==> src/rtl/pwm_multi_gen_if.sv <==
// Control/status bundle between the register block and the multi-channel PWM generator.
// master = register/control side, slave = generator.
interface pwm_multi_gen_if #(
    parameter int unsigned CH = 4,
    parameter int unsigned CW = 8
);
    logic                 en;
    logic [2:0]           freq;
    logic                 mode;
    logic [CH-1:0]        pol;
    logic [CH*CW-1:0]     duty_i;
    logic                 duty_ld;
    logic [CH-1:0]        pwm_o;
    logic [CW-1:0]        cnt_o;
    logic                 period_tick;
    logic                 ld_pending;

    modport master (
        output en, freq, mode, pol, duty_i, duty_ld,
        input  pwm_o, cnt_o, period_tick, ld_pending
    );

    modport slave (
        input  en, freq, mode, pol, duty_i, duty_ld,
        output pwm_o, cnt_o, period_tick, ld_pending
    );
endinterface

==> src/rtl/pwm_multi_gen.sv <==
// Multi-channel PWM generator: shared prescaler and period counter (edge or centre aligned),
// per-channel double-buffered duty and polarity, period-boundary tick.
module pwm_multi_gen #(
    parameter int unsigned CH      = 4,
    parameter int unsigned CW      = 8,
    parameter int unsigned DIV_MAX = 10
) (
    input  logic           clk_100m,
    input  logic           rst_n,
    pwm_multi_gen_if.slave bus
);
    localparam int unsigned PSW     = (DIV_MAX > 0) ? DIV_MAX : 1;
    localparam logic [CW-1:0] CNT_MAX = {CW{1'b1}};

    typedef enum logic {DIR_UP = 1'b0, DIR_DOWN = 1'b1} dir_t;

    logic [PSW-1:0]   ps_cnt;
    logic [PSW-1:0]   ps_term_c;
    logic [2:0]       freq_q;
    logic             mode_q;
    logic             en_q;
    dir_t             dir;
    logic [CW-1:0]    cnt;
    logic [CH*CW-1:0] duty_pend;
    logic [CH*CW-1:0] duty_act;
    logic             ld_pend;
    logic             tick;
    logic [CH-1:0]    pwm;
    logic             en_rise_c;
    logic             step_c;
    logic             bnd_c;
    logic             reload_c;

    // Prescaler terminal count; rates at or above DIV_MAX step every cycle.
    always_comb begin
        ps_term_c = '0;
        if (32'(freq_q) < DIV_MAX)
            ps_term_c = PSW'((33'd1 << (DIV_MAX - 32'(freq_q))) - 33'd1);
    end

    assign en_rise_c = bus.en && !en_q;
    assign step_c    = bus.en && en_q && (ps_cnt >= ps_term_c);
    assign bnd_c     = step_c && (mode_q ? ((dir == DIR_DOWN) && (cnt == CW'(1)))
                                         : (cnt == CNT_MAX));
    assign reload_c  = bnd_c || en_rise_c;

    always_ff @(posedge clk_100m or negedge rst_n) begin
        if (!rst_n) begin
            ps_cnt    <= '0;
            freq_q    <= '0;
            mode_q    <= 1'b0;
            en_q      <= 1'b0;
            dir       <= DIR_UP;
            cnt       <= '0;
            duty_pend <= '0;
            duty_act  <= '0;
            ld_pend   <= 1'b0;
            tick      <= 1'b0;
            pwm       <= '0;
        end else begin
            en_q <= bus.en;
            tick <= bnd_c;

            // Counting restarts from zero whenever the block is idle or just enabled.
            if (!bus.en || en_rise_c) begin
                ps_cnt <= '0;
                cnt    <= '0;
                dir    <= DIR_UP;
            end else if (step_c) begin
                ps_cnt <= '0;
                if (bnd_c) begin
                    cnt <= '0;
                    dir <= DIR_UP;
                end else if (!mode_q) begin
                    cnt <= cnt + CW'(1);
                end else if (dir == DIR_UP) begin
                    if (cnt == CNT_MAX) begin
                        dir <= DIR_DOWN;
                        cnt <= cnt - CW'(1);
                    end else begin
                        cnt <= cnt + CW'(1);
                    end
                end else begin
                    cnt <= cnt - CW'(1);
                end
            end else begin
                ps_cnt <= ps_cnt + PSW'(1);
            end

            if (reload_c) begin
                freq_q <= bus.freq;
                mode_q <= bus.mode;
                if (ld_pend)
                    duty_act <= duty_pend;
            end

            // A load coincident with a transfer keeps the flag set for the next boundary.
            if (bus.duty_ld) begin
                duty_pend <= bus.duty_i;
                ld_pend   <= 1'b1;
            end else if (reload_c) begin
                ld_pend   <= 1'b0;
            end

            for (int unsigned k = 0; k < CH; k++)
                pwm[k] <= (bus.en && (cnt < duty_act[k*CW +: CW])) ^ bus.pol[k];
        end
    end

    assign bus.pwm_o       = pwm;
    assign bus.cnt_o       = cnt;
    assign bus.period_tick = tick;
    assign bus.ld_pending  = ld_pend;
endmodule

==> src/flat_wrapper.sv <==
// flat-port wrapper written by rule: the top's interface ports become plain ports
module pwm_multi_gen_flat 
#(
    parameter int unsigned CH      = 4,
    parameter int unsigned CW      = 8,
    parameter int unsigned DIV_MAX = 10
)
  (clk_100m, rst_n, bus_en, bus_freq, bus_mode, bus_pol, bus_duty_i, bus_duty_ld, bus_pwm_o, bus_cnt_o, bus_period_tick, bus_ld_pending);
  pwm_multi_gen_if #(.CH(CH), .CW(CW)) bus_i ();
  input  logic clk_100m;
  input  logic rst_n;
  input wire logic [$bits(bus_i.en)-1:0] bus_en;
  input wire logic [$bits(bus_i.freq)-1:0] bus_freq;
  input wire logic [$bits(bus_i.mode)-1:0] bus_mode;
  input wire logic [$bits(bus_i.pol)-1:0] bus_pol;
  input wire logic [$bits(bus_i.duty_i)-1:0] bus_duty_i;
  input wire logic [$bits(bus_i.duty_ld)-1:0] bus_duty_ld;
  output wire logic [$bits(bus_i.pwm_o)-1:0] bus_pwm_o;
  output wire logic [$bits(bus_i.cnt_o)-1:0] bus_cnt_o;
  output wire logic [$bits(bus_i.period_tick)-1:0] bus_period_tick;
  output wire logic [$bits(bus_i.ld_pending)-1:0] bus_ld_pending;
  assign bus_i.en = bus_en;
  assign bus_i.freq = bus_freq;
  assign bus_i.mode = bus_mode;
  assign bus_i.pol = bus_pol;
  assign bus_i.duty_i = bus_duty_i;
  assign bus_i.duty_ld = bus_duty_ld;
  assign bus_pwm_o = bus_i.pwm_o;
  assign bus_cnt_o = bus_i.cnt_o;
  assign bus_period_tick = bus_i.period_tick;
  assign bus_ld_pending = bus_i.ld_pending;
  pwm_multi_gen #(.CH(CH), .CW(CW), .DIV_MAX(DIV_MAX)) u_core (.clk_100m(clk_100m), .rst_n(rst_n), .bus(bus_i));
endmodule
==> config.mk <==
export PLATFORM = sky130hd
export DESIGN_NAME = pwm_multi_gen_flat
export DESIGN_NICKNAME = d
export VERILOG_FILES = /design/src/rtl/pwm_multi_gen_if.sv /design/src/rtl/pwm_multi_gen.sv /design/src/flat_wrapper.sv
export SDC_FILE = /design/constraint.sdc
export NUM_CORES = 1
export LEC_CHECK = 0
export ABC_CLOCK_PERIOD_IN_PS = 8000
export CORE_MARGIN = 4
export CORE_UTILIZATION = 57
export DETAILED_ROUTE_END_ITERATION = 10
export GPL_TIMING_DRIVEN = 0
export PLACE_DENSITY = 0.81
export SYNTH_ARGS = -nofsm -noshare
export SYNTH_HDL_FRONTEND = slang
export SYNTH_SLANG_ARGS = --single-unit
==> constraint.sdc <==
create_clock -name clk_100m -period 8 [get_ports clk_100m]
set_clock_uncertainty 0.2 [all_clocks]
set_input_delay 1.6 -clock clk_100m [delete_from_list [all_inputs] [get_ports clk_100m]]
set_output_delay 1.6 -clock clk_100m [all_outputs]
set_load 0.01 [all_outputs]
==> metrics <==
outcome finished, final reports clean; Final Cycle Share 44.2%; total length of routed met2 wires 5650 um; mean routed wirelength per cell 17.0 um; Yosys warnings 0; setup repair after global routing missed its margin false; Met1 Routed Length 4360 um; core region area 0.00881 mm^2; post-synthesis cell type count 56; layout net count 605; via count of the first global-routing pass 3,776; total non-filler cell area in the finished layout around 0.0061 mm^2; total of endpoints with negative setup slack in the final report 0; GRT Residual Overflow 0; Inserted Clock Buffers 9; Yosys reg bits 94; number of design rule violations left after detail routing 0; clock latency reported for the late side of the worst-skew pair 370 ps; mean cell area of the mapped netlist 11.6 um^2; most frequent standard cell in the layout excluding fill and tap cells sky130_fd_sc_hd__dfrtp_1; power density over the cells 186 mW/mm^2; DRT iter0 DRCs 102; worst hold margin 293 ps; maximum clock insertion buffer count 2; highest routing layer actually used met4; number of diodes 0; dominant register cell in the synthesized netlist sky130_fd_sc_hd__dfrtp_1; CP Max Fanout 9; Root Buffer sky130_fd_sc_hd__clkbuf_8; transition time at the pin with the least slew margin approximately 900 ps; vertical die dimension 104 um; worst path required time 8060 ps; async set-reset flop share out of synthesis between 90% and 100%; share of layout cells above drive strength 1 19.7%; MaxCap Viol Count 0; Cells after DPL 615; total power of the final layout 1.14 mW; setup slack of the worst register-to-register path 4840 ps; cell with the largest stage delay on the worst path sky130_fd_sc_hd__nor3_1; final cell count without fillers ~630; Routed Antenna Nets 0; clock transition at the registers of the reported paths 100 ps; largest voltage drop on the vdd net 0.113 mV; area growth from synthesis to layout 18.0%; initial core utilization 59.1%; Post-CTS Resized 0; Placed Instance Area 0.00594 mm^2; worst-case headroom to the max-slew limit between 30% and 40%; post-synthesis instance area 0.00521 mm^2; Detailed Place HPWL 7980 um; num ports 58; commonest cells after routing, fill and taps aside 94 x sky130_fd_sc_hd__dfrtp_1, 55 x sky130_fd_sc_hd__clkdlybuf4s50_1, 43 x sky130_fd_sc_hd__ha_1; gr usage total 21.0%; Tightest Hold Check Type reg2reg; # clock sinks 94; CP Launch Type primary input; final weighted congestion in routability-driven placement ~0.87; sequential cell area fraction in the yosys report 45.2%; Post-Syn Instances 448; width of the die between 100 and 150 um; stage delay of the slowest cell on the critical path 760 ps; Placement Rows 34; number of buffer cells added on primary ports between 50 and 60; clock tree from TritonCTS built; htree depth 3; count of flip-flops with a built-in enable after synthesis 0; static leakage 2.88 nW; minimum period implied by the final worst setup slack about 3500 ps; aggregate negative setup slack 0 ps; largest net degree at the start of global routing 49; quantity of hold-fixing buffers added after cts 0; number of vias in the routed layout 3,618; Max Freq between 200 and 300 MHz; crit path kind in2reg; Met3 Routed Length 655 um; combined buffer and inverter count along the critical path 1; Post-CTS Setup Repair Bufs 0; final-report hold violation count 0; final routed wirelength across all metal layers about 11,000 um; antenna violations before repair 0; data arrival at the endpoint of the critical path 3590 ps; DRT Pass-1 Iters 4; Slew Limit Fails 0; kind of capture point of the worst setup path flip-flop; largest delay contributor family on the critical path simple AND/OR/NAND/NOR gates; cell breakdown of the critical path clkdlybuf4s50_1 -> nand2_1 -> nor3_1 -> o21ai_0 -> o41ai_1; global-route wire length before repair 18,300 um; die area 0.0107 mm^2; post-detailed-route via-to-cell ratio 5.73
[where the power goes]
part | internal [mW] | total [mW] | switching, mW
Combinational | 0.136 | 0.233 | 0.0969
Sequential | 0.536 | 0.574 | 0.0387
Clock | 0.163 | 0.334 | 0.171
Total | 0.834 | 1.14 | 0.307
[registers in the layout, summed over array words and instances, names as in the netlist]
register,cells
u_core.bus.cnt_o,8
u_core.bus.ld_pending,1
u_core.bus.period_tick,1
u_core.bus.pwm_o,4
u_core.dir,1
u_core.duty_act,32
u_core.duty_pend,32
u_core.en_q,1
u_core.freq_q,3
u_core.mode_q,1
u_core.ps_cnt,10
[worst paths after layout]
| path | from | depth (start not counted) | to |
|---|---|---|---|
| worst min register to register | u_core.duty_pend[9] | 1 | u_core.duty_act[9] |
| max in group asynchronous | rst_n | 2 | u_core.duty_act[31] |
| worst max-delay path | bus_en | 5 | u_core.dir |
| min in group asynchronous | rst_n | 1 | u_core.duty_pend[6] |
| worst min-delay path | u_core.duty_pend[9] | 1 | u_core.duty_act[9] |
| worst max register to register | u_core.freq_q[2] | 8 | u_core.dir |
[synthesized netlist by cell type, types with 2 or more instances]
library cell                 n  area share [%]
sky130_fd_sc_hd__dfrtp_1    94              45
sky130_fd_sc_hd__ha_1       43              10
sky130_fd_sc_hd__inv_1      39             2.8
sky130_fd_sc_hd__mux2_2     38             8.2
sky130_fd_sc_hd__mux2_4     30             8.6
sky130_fd_sc_hd__nor2_1     28             2.0
sky130_fd_sc_hd__o21ai_0    22             2.1
sky130_fd_sc_hd__nand2_1    19             1.4
sky130_fd_sc_hd__a21oi_1    18             1.7
sky130_fd_sc_hd__nand3_1     9            0.86
sky130_fd_sc_hd__nand2b_1    8            0.96
sky130_fd_sc_hd__mux2i_1     6             1.2
sky130_fd_sc_hd__xor2_1      6             1.0
sky130_fd_sc_hd__a21o_1      5            0.72
sky130_fd_sc_hd__clkbuf_1    5            0.36
sky130_fd_sc_hd__nor4_1      5            0.60
sky130_fd_sc_hd__a211oi_1    4            0.58
sky130_fd_sc_hd__and2_1      4            0.48
sky130_fd_sc_hd__nor3_1      4            0.38
sky130_fd_sc_hd__o2111ai_1   4            0.67
sky130_fd_sc_hd__o31ai_1     4            0.58
sky130_fd_sc_hd__or4_1       4            0.58
sky130_fd_sc_hd__and3_1      3            0.36
sky130_fd_sc_hd__buf_12      3             1.2
sky130_fd_sc_hd__nand4_1     3            0.36
sky130_fd_sc_hd__nor2b_1     3            0.36
sky130_fd_sc_hd__xnor2_1     3            0.50
sky130_fd_sc_hd__and4b_1     2            0.38
sky130_fd_sc_hd__nand3_2     2            0.38
sky130_fd_sc_hd__o21ai_2     2            0.34
sky130_fd_sc_hd__o41ai_1     2            0.34
sky130_fd_sc_hd__or3_1       2            0.24
[worst register-to-register path, stage by stage, from the launching register on]
cell and delay, ps:
sky130_fd_sc_hd__dfrtp_1 470, sky130_fd_sc_hd__or3_1 400, sky130_fd_sc_hd__ha_1 290, sky130_fd_sc_hd__nand4_1 180, sky130_fd_sc_hd__a211oi_1 70, sky130_fd_sc_hd__or3_1 400, sky130_fd_sc_hd__nor3_1 720, sky130_fd_sc_hd__o21ai_0 220
sky130_fd_sc_hd__o41ai_1 100
[routing by layer]
metal,vias to the layer above,GRT usage (%)
met3,9,5.41
li1,1739,-
met5,-,0
met1,1770,25.6
met4,0,4.84
met2,100,37.5
[cell type report]
type                            instances  area [um^2]
Buffer                                 10         95.1
Clock buffer                           12          155
Clock inverter                          4         55.1
Fill cell                             641         2660
Inverter                               39          146
Multi-Input combinational cell        307         2620
Sequential cell                        94         2350
Tap cell                              108          135
Timing Repair Buffer                   57          586
[cell families (layout without fill, tap and decap cells)]
family,count (synthesis),after routing,share of synthesized area [%]
simple gates,102,102,10.4
flops,94,94,45.2
compound gates,76,76,9.85
mux,74,74,18.0
buf+inv,49,122,4.64
fa+ha+maj,43,43,10.3
xor+xnor,9,9,1.51
other cells,1,3,0.0720
[per-stage QoR]
step | setup slack [ps] | util (%)
6_report | 4460 | 69.8
5_1_grt | 4300 | 69.8
4_1_cts | 4450 | 69.8
3_5_place_dp | 4080 | 67.4
3_3_place_gp | 1860 | 67.1
2_1_floorplan | 5070 | -
Power figures use the tool's default switching activity.
